===== config.mk =====
export PLATFORM = sky130hd
export DESIGN_NAME = xgriscv_lsu
export DESIGN_NICKNAME = d
export VERILOG_FILES = /design/src/rtl/xgriscv_lsu.sv
export SDC_FILE = /design/constraint.sdc
export NUM_CORES = 1
export LEC_CHECK = 0
export CAP_MARGIN = 10
export CORE_MARGIN = 2
export CORE_UTILIZATION = 35
export CTS_BUF_LIST = sky130_fd_sc_hd__clkbuf_4 sky130_fd_sc_hd__clkbuf_8
export DETAILED_ROUTE_END_ITERATION = 16
export GPL_TIMING_DRIVEN = 0
export PLACE_DENSITY_LB_ADDON = 0.05
export SYNTH_ARGS = -nofsm -noshare
export SYNTH_HDL_FRONTEND = slang
export SYNTH_SLANG_ARGS = --single-unit

===== constraint.sdc =====
create_clock -name clk -period 1.8 [get_ports clk]
set_clock_uncertainty 0.15 [all_clocks]
set_input_delay 0.36 -clock clk [delete_from_list [all_inputs] [get_ports clk]]
set_output_delay 0.36 -clock clk [all_outputs]
set_load 0.01 [all_outputs]

===== src/rtl/xgriscv_lsu.sv =====
// Load/store unit: core data port to valid/ready word bus, lane steering, load extension, timeout.
// Optional misaligned-access trap selected by XGRISCV_LSU_MISALIGN_TRAP_EN (default: force alignment).
module xgriscv_lsu #(
  parameter int TIMEOUT_CYCLES = 255,
  parameter int ADDR_W         = 32
) (
  input  logic              clk,
  input  logic              reset,
  input  logic              req_valid,
  output logic              req_ready,
  input  logic              req_we,
  input  logic [2:0]        req_funct3,
  input  logic [ADDR_W-1:0] req_addr,
  input  logic [31:0]       req_wdata,
  output logic              resp_valid,
  output logic [31:0]       resp_rdata,
  output logic              resp_err,
  output logic              bus_valid,
  input  logic              bus_ready,
  output logic              bus_we,
  output logic [ADDR_W-1:0] bus_addr,
  output logic [3:0]        bus_be,
  output logic [31:0]       bus_wdata,
  input  logic              bus_rvalid,
  input  logic [31:0]       bus_rdata
);

  typedef enum logic [1:0] {S_IDLE, S_ISSUE, S_WAIT, S_RESP} state_t;

  localparam int              CNT_W    = (TIMEOUT_CYCLES < 2) ? 1 : $clog2(TIMEOUT_CYCLES);
  localparam logic [CNT_W-1:0] CNT_LAST = CNT_W'(TIMEOUT_CYCLES - 1);
  localparam bit              TO_EN    = (TIMEOUT_CYCLES != 0);

  state_t            r_state, w_state_nxt;
  logic              r_we;
  logic [2:0]        r_funct3;
  logic [1:0]        r_off;
  logic [ADDR_W-1:0] r_addr;
  logic [3:0]        r_be;
  logic [31:0]       r_wdata;
  logic [31:0]       r_rdata;
  logic              r_err;
  logic [CNT_W-1:0]  r_cnt;

  logic              w_accept, w_bad_code, w_misalign, w_illegal, w_timeout;
  logic [1:0]        w_off;
  logic [3:0]        w_be;
  logic [31:0]       w_wdata, w_lane, w_load;

  assign w_accept   = (r_state == S_IDLE) && req_valid;
  assign w_bad_code = (req_funct3 == 3'b011) || (req_funct3[2:1] == 2'b11) || (req_we && req_funct3[2]);
  assign w_misalign = ((req_funct3[1:0] == 2'b01) && req_addr[0]) ||
                      ((req_funct3[1:0] == 2'b10) && (req_addr[1:0] != 2'b00));
`ifdef XGRISCV_LSU_MISALIGN_TRAP_EN
  assign w_illegal  = w_bad_code || w_misalign;
`else
  assign w_illegal  = w_bad_code;
`endif
  assign w_timeout  = TO_EN && (r_cnt == CNT_LAST);

  // Lane offset is already naturally aligned, so misaligned h/w are silently fixed here.
  always_comb begin
    w_off   = 2'b00;
    w_be    = 4'b1111;
    w_wdata = req_wdata;
    case (req_funct3[1:0])
      2'b00: begin
        w_off   = req_addr[1:0];
        w_be    = 4'b0001 << w_off;
        w_wdata = {4{req_wdata[7:0]}};
      end
      2'b01: begin
        w_off   = {req_addr[1], 1'b0};
        w_be    = 4'b0011 << w_off;
        w_wdata = {2{req_wdata[15:0]}};
      end
      default: ;
    endcase
  end

  assign w_lane = bus_rdata >> {r_off, 3'b000};

  always_comb begin
    w_load = w_lane;
    case (r_funct3)
      3'b000:  w_load = {{24{w_lane[7]}}, w_lane[7:0]};
      3'b001:  w_load = {{16{w_lane[15]}}, w_lane[15:0]};
      3'b100:  w_load = {24'd0, w_lane[7:0]};
      3'b101:  w_load = {16'd0, w_lane[15:0]};
      default: ;
    endcase
  end

  always_ff @(posedge clk or negedge reset) begin
    if (!reset) r_state <= S_IDLE;
    else        r_state <= w_state_nxt;
  end

  // A response word that lands on the timeout cycle still wins in WAIT.
  always_comb begin
    w_state_nxt = r_state;
    case (r_state)
      S_IDLE:  if (req_valid) w_state_nxt = w_illegal ? S_RESP : S_ISSUE;
      S_ISSUE: if (w_timeout) w_state_nxt = S_RESP;
               else if (bus_ready) w_state_nxt = r_we ? S_RESP : S_WAIT;
      S_WAIT:  if (bus_rvalid || w_timeout) w_state_nxt = S_RESP;
      S_RESP:  w_state_nxt = S_IDLE;
      default: w_state_nxt = S_IDLE;
    endcase
  end

  always_comb begin
    req_ready  = 1'b0;
    bus_valid  = 1'b0;
    resp_valid = 1'b0;
    case (r_state)
      S_IDLE:  req_ready  = 1'b1;
      S_ISSUE: bus_valid  = !w_timeout;
      S_RESP:  resp_valid = 1'b1;
      default: ;
    endcase
  end

  assign bus_we     = r_we;
  assign bus_addr   = r_addr;
  assign bus_be     = r_be;
  assign bus_wdata  = r_wdata;
  assign resp_rdata = resp_valid ? r_rdata : 32'd0;
  assign resp_err   = resp_valid && r_err;

  always_ff @(posedge clk or negedge reset) begin
    if (!reset) begin
      r_we     <= 1'b0;
      r_funct3 <= 3'b000;
      r_off    <= 2'b00;
      r_addr   <= '0;
      r_be     <= 4'b0000;
      r_wdata  <= 32'd0;
      r_rdata  <= 32'd0;
      r_err    <= 1'b0;
      r_cnt    <= '0;
    end else begin
      if (w_accept) begin
        r_we     <= req_we;
        r_funct3 <= req_funct3;
        r_off    <= w_off;
        r_addr   <= {req_addr[ADDR_W-1:2], 2'b00};
        r_be     <= w_be;
        r_wdata  <= w_wdata;
        r_rdata  <= 32'd0;
        r_err    <= w_illegal;
      end
      case (r_state)
        S_ISSUE: if (w_timeout) r_err <= 1'b1;
        S_WAIT: begin
          if (bus_rvalid)     r_rdata <= w_load;
          else if (w_timeout) r_err   <= 1'b1;
        end
        default: ;
      endcase
      if (r_state == S_IDLE)                             r_cnt <= '0;
      else if (r_state == S_ISSUE || r_state == S_WAIT) r_cnt <= r_cnt + CNT_W'(1);
    end
  end

endmodule


==> results.toml, run 1 <==
[final_layout]
syn_to_final_growth_pct = 63.8
n_antenna_cell = 0
drive_above_1_share = 0.321
fin_nets = 935
fin_util = 0.582
fin_area_um2 = 9550

[critical_path]
cpPeakStageDelay_ns = 0.43
crit_required_ns = 1.29
crit_path_frequent_cell = "buf_6"
path_max_fanout = 6
crit_type = "flop to output pin"
slowest_stage = "dfrtp_2"
crit_arrival_ns = 1.59
crit_path_end_kind = "output pin"
crit_path_start_kind = "flop"
crit_chain = "ha_4 -> buf_6 -> buf_8 -> and2_4 -> buf_6"

[clock_network]
insertion_delay_ns = 0.43
cts.path.max_buffers = 2
clockRootBuffer = "clkbuf_8"
cts_sinks = 115
clkTransAtPathRegs_ns = 0.07
cts-buffers-inserted = 17
cts_tree = "done"
htreeDepth = 4

[place]
dp_slack_ns = -0.688
hpwl_um = 13200
placed_cell_area_um2 = 8240
io_buffers = 205
routabilityCongestion = 0.868

[die]
rows = 47
coreArea_um2 = 16400
die_w_um = 133
start_util = 0.355
die_h_um = 133
ios = 210
die_area_um2 = 17700

[drt]
drc = 0
num_vias = 5274
firstDrtPassIters = 4
routed_wl_um = 19000
wl_met2_um = 9530
ant_nets = 0
dr_wl_met3_um = 1110
highest_layer = "met4"
wl_per_cell_um = 18.0
viasPerCell = 5.01
met1_length_um = 7990
drt_iter0_drc = 251

[yosys]
syn-cell-area_um2 = 5830
synth.distinct_cells = 51
synth_ff_type = "dfrtp_1"
ys_ff_latch = 115
yosys_warnings = 0
syn_area_per_cell_um2 = 10.5
synthCells = 553
async_flop_share = 1.00
synth-edff-count = 0
yosysSeqAreaShare = 0.493

[pwr]
power.leakage_nw = 4.34
powerDensity_nw_per_um2 = 1580
ir_worst_vdd_mv = 1.19
total_power_mw = 15.1

[job]
max_cap_violations = 0

[timing]
max_freq_mhz = 477
fin_ws_ns = -0.297
hold_violations = 0
grt_setup_unrepaired = "yes"
slew_headroom = 0.527
fin_tns_setup_ns = -17.19
finalCritPeriodShare = 1.17
report.final.setup_viol = 134
tightestPinTransition_ns = 0.709
drv_slew = 0
period_needed_ns = 2.10

[status]
violations = "setup timing"
status = "finished with violations"

[hold_path]
hold_class = "input port to asynchronous set/reset pin"

[global_routing]
grt_overflow = 0
grt_max_degree = 68
grt_pass1_wl_um = 30200
grt_pass1_vias = 5609
antenna_found_initial = 0
grt_use_total = 0.219
## final cells by class
type | count | area, um2
Buffer | 43 | 473
Clock buffer | 26 | 345
Clock inverter | 4 | 45.0
Fill cell | 1441 | 6850
Inverter | 14 | 62.6
Multi-Input combinational cell | 381 | 3010
Sequential cell | 115 | 2880
Tap cell | 220 | 275
Timing Repair Buffer | 250 | 2460
## worst paths after layout
kind                                   to          start  slack (ns)  cells after the start
min in group clk                bus_be[3]  req_funct3[0]        0.30                      4
max                        resp_rdata[20]     r_state[1]       -0.30                      5
max reg2reg                  bus_addr[22]     r_state[0]       -0.16                      8
min                           r_rdata[29]          reset        0.28                      2
min reg2reg                 bus_wdata[13]  bus_wdata[13]        0.33                      2
max in group asynchronous      r_state[0]          reset        0.49                      3
## timing repair
item,CTS,global route
buffers inserted,29,7
cloned,7,1
hold buffers,1,0
endpoints found under the hold margin,48,0
gates resized for setup,349,56
pin swaps,28,7
setup endpoints to repair,208,151
## metal layers
layer,track usage,vias up
met1,0.275,2586
met5,0,-
met4,0.0651,0
met2,0.365,166
li1,-,2497
met3,0.0655,25
## report_power, final
part / switching [mW] / internal (mW)
clock network: 1.03 / 1.36
registers: 0.724 / 3.78
logic: 3.78 / 4.38
total: 5.53 / 9.52
## cell families after synthesis
family / share of synthesized area
AOI/OAI and AO/OA: 0.166
and+or+nand+nor: 0.124
xor gates and xnor gates: 0.00300
muxes: 0.148
DFF: 0.493
adders and majority gates: 0.0172
buffers and inverters: 0.0472
other: 0.000643
## cells in the final DEF (no fill, tap or decap), types with 3 or more instances in the layout
cell / Yosys / final
a211o_1: 7 / 7
a21oi_1: 39 / 20
a21oi_2: 0 / 10
a21oi_4: 0 / 9
a22o_1: 8 / 8
a31oi_1: 7 / 7
a31oi_2: 9 / 9
a32o_1: 7 / 7
and2_1: 34 / 13
and2_4: 0 / 21
buf_12: 1 / 6
buf_2: 15 / 19
buf_4: 2 / 30
buf_6: 2 / 35
buf_8: 0 / 10
bufbuf_16: 0 / 3
clkbuf_1: 24 / 9
clkbuf_16: 0 / 4
clkbuf_4: 0 / 3
clkbuf_8: 0 / 27
clkdlybuf4s50_1: 0 / 101
clkinv_2: 0 / 3
dfrtp_1: 115 / 112
dfrtp_2: 0 / 3
dlygate4sd2_1: 0 / 67
ha_4: 0 / 5
inv_1: 13 / 11
mux2_2: 43 / 43
mux2i_1: 34 / 34
nand2_1: 58 / 57
nand3_1: 11 / 10
nor2_1: 18 / 17
nor2b_1: 11 / 9
nor3_1: 4 / 4
o211ai_1: 3 / 3
o21ai_0: 43 / 33
o21ai_1: 1 / 9
o221ai_1: 7 / 7
## sequential cells by signal, summed over array words and instances (netlist names)
name	count
bus_addr	30
bus_be	4
bus_wdata	32
bus_we	1
r_cnt	8
r_err	1
r_funct3	3
r_off	2
r_rdata	32
r_state	2
## per-stage QoR
stage	hold WS (ns)	cells
6_report	0.278	1053
5_1_grt	0.288	1053
4_1_cts	0.282	1046
3_5_place_dp	0.184	980
3_3_place_gp	0.312	979
2_1_floorplan	-0.0856	554
## critical path: cells and delay by family (launching register included)
| family | cells | cell delay (ns) |
|---|---|---|
| flops | 1 | 0.43 |
| buf+inv | 3 | 0.36 |
| fa+ha+maj | 1 | 0.20 |
| simple gates | 1 | 0.15 |
## cell usage after synthesis, drive strengths merged, types with 4 or more instances
cell type  instances  area, um2
a211o              7       61.3
a21oi             39        195
a22o               8       70.1
a31oi             17        178
a32o               7       70.1
and2              34        213
buf               20        133
clkbuf            24       90.1
dfrtp            115       2880
ha                 8        100
inv               13       48.8
mux2              44        499
mux2i             34        340
nand2             59        229
nand3             11       55.1
nor2              19       73.8
nor2b             11       68.8
nor3               4       20.0
o21ai             44        220
o221ai             8       76.3
No activity file was read; power rests on OpenSTA's default activity.
==> inputs of run 2 (changes only) <==
--- a/config.mk
+++ b/config.mk
@@ -12,6 +12,7 @@
 export DETAILED_ROUTE_END_ITERATION = 16
 export GPL_TIMING_DRIVEN = 0
 export PLACE_DENSITY_LB_ADDON = 0.05
+export REMOVE_ABC_BUFFERS = 1
 export SYNTH_ARGS = -nofsm -noshare
 export SYNTH_HDL_FRONTEND = slang
 export SYNTH_SLANG_ARGS = --single-unit
==> run 2 against run 1 <==
The run still ends with setup timing left. Routed wire length grew 1.8%. Clock power rose by 20%. Sequential cell count unchanged. Maximum frequency is 2.0% higher. Worst setup slack gained 0.042 ns. Critical endpoint is now resp_rdata[22].
==> results.toml, run 2 (synthesis results as in run 1) <==
[status]
status = "finished with violations"
violations = "setup timing"

[timing]
finalCritPeriodShare = 1.14
grt_setup_unrepaired = "yes"
tightestPinTransition_ns = 0.894
max_freq_mhz = 487
period_needed_ns = 2.06
drv_slew = 0
report.final.setup_viol = 112
slew_headroom = 0.404
hold_violations = 0
fin_ws_ns = -0.255

[die]
coreArea_um2 = 16400
die_h_um = 133
ios = 210
rows = 47
start_util = 0.355
die_area_um2 = 17700
die_w_um = 133

[global_routing]
grt_overflow = 0
grt_use_total = 0.223
grt_pass1_vias = 5488
grt_pass1_wl_um = 30300
antenna_found_initial = 0
grt_max_degree = 69

[drt]
ant_nets = 0
num_vias = 5186
met1_length_um = 7890
routed_wl_um = 19300
drt_iter0_drc = 293
wl_met2_um = 9320
highest_layer = "met4"
drc = 0
viasPerCell = 5.04
firstDrtPassIters = 6
dr_wl_met3_um = 1620
wl_per_cell_um = 18.8

[critical_path]
crit_chain = "ha_4 -> buf_12 -> and2_1 -> buf_2"
r2r-start = "r_state[1]"
crit_arrival_ns = 1.55
critPathBufInv = 2
crit_family = "flip-flops"
r2r_slack_ns = -0.15
crit_path_start = "r_state[0]"
reg2reg_to = "r_state[1]"
slowest_stage = "dfrtp_2"
crit_path_start_kind = "flop"
ff2ff_path_depth = 7
cpPeakStageDelay_ns = 0.45
crit_path_end_kind = "output pin"
crit_required_ns = 1.29
crit_type = "flop to output pin"
path_max_fanout = 17

[pwr]
ir_worst_vdd_mv = 0.701
total_power_mw = 15.3
powerDensity_nw_per_um2 = 1640
power.leakage_nw = 4.23

[place]
routabilityCongestion = 0.764
hpwl_um = 11200
io_buffers = 207
placed_cell_area_um2 = 8080
dp_slack_ns = -1.28

[final_layout]
syn_to_final_growth_pct = 60.1
fin_area_um2 = 9340
drive_above_1_share = 0.281
layout_commonest_cell = "dfrtp_1"
n_antenna_cell = 0
fin_nets = 909
fin_util = 0.569
final_cell_mix = "dfrtp_1 (110), clkdlybuf4s50_1 (101), dlygate4sd2_1 (69)"

[clock_network]
cts.path.max_buffers = 2
clockRootBuffer = "clkbuf_8"
cts-buffers-inserted = 17
cts_sinks = 115
cts_tree = "done"
insertion_delay_ns = 0.44
clkTransAtPathRegs_ns = 0.08
htreeDepth = 4

[job]
max_cap_violations = 0

[hold_path]
hold_class = "input port to asynchronous set/reset pin"
run 2: cell types whose count changed in the layout (fill, tap and decap cells not counted), moves of 8 or more:
cell	before	now
a21oi_4	9	1
and2_1	13	32
and2_4	21	2
buf_16	2	11
buf_2	19	31
buf_6	35	16
clkbuf_1	9	0
clkbuf_8	27	19
run 2: what timing repair did:
item | 4_1_cts | 5_1_grt
resized for setup | 281 | 27
gates cloned | 12 | 0
pin swaps | 23 | 5
hold endpoints to repair | 47 | 0
buffers inserted | 32 | 10
setup endpoints to repair | 212 | 142
hold buffers | 1 | 0
run 2: cell type report:
cell class              count  area (um2)
well taps                 220         275
fillers                  1403        7070
clock buffers              23         292
clock inverters             9         176
inverters                  14        61.3
flip-flops and latches    115        2890
multi-input cells         383        2950
repair buffers            265        2700
run 2: worst max path at each step:
stage | cells after the start | to | slack, ns
6_report | 4 | resp_rdata[22] | -0.26
5_1_grt | 6 | bus_valid | -0.32
4_1_cts | 4 | resp_rdata[18] | -0.26
3_5_place_dp | 4 | r_rdata[16] | -1.28
3_3_place_gp | 1 | bus_wdata[4] | -4.53
2_1_floorplan | 5 | r_rdata[20] | -1.83
run 2: power breakdown:
group | total (mW) | leakage (nW) | internal, mW | switching (mW)
logic | 7.85 | 2.58 | 4.08 | 3.77
registers | 4.55 | 1.41 | 3.79 | 0.761
clock network | 2.87 | 0.238 | 1.78 | 1.09
run 2: routing by layer:
| metal | GRT usage | vias to the layer above |
|---|---|---|
| met3 | 0.0862 | 38 |
| li1 | - | 2450 |
| met4 | 0.0968 | 0 |
| met1 | 0.264 | 2510 |
| met5 | 0 | - |
| met2 | 0.362 | 188 |
run 2: worst register-to-register path: stages, from the launching register on:
cell     delay [ns]
dfrtp_2        0.45
buf_6          0.15
buf_4          0.13
ha_1           0.21
nor2b_1        0.16
o22ai_1        0.23
o21a_1         0.21
mux2i_1        0.20
run 2: per-stage QoR:
stage | setup TNS [ns] | hold WS [ns] | cells
finish | -14.15 | 0.271 | 1029
global route | -22.62 | 0.287 | 1029
CTS | -12.12 | 0.278 | 1019
detailed placement | -102.45 | 0.190 | 942
global placement | -838.52 | 0.311 | 937
floorplan | -169.80 | -0.0856 | 510
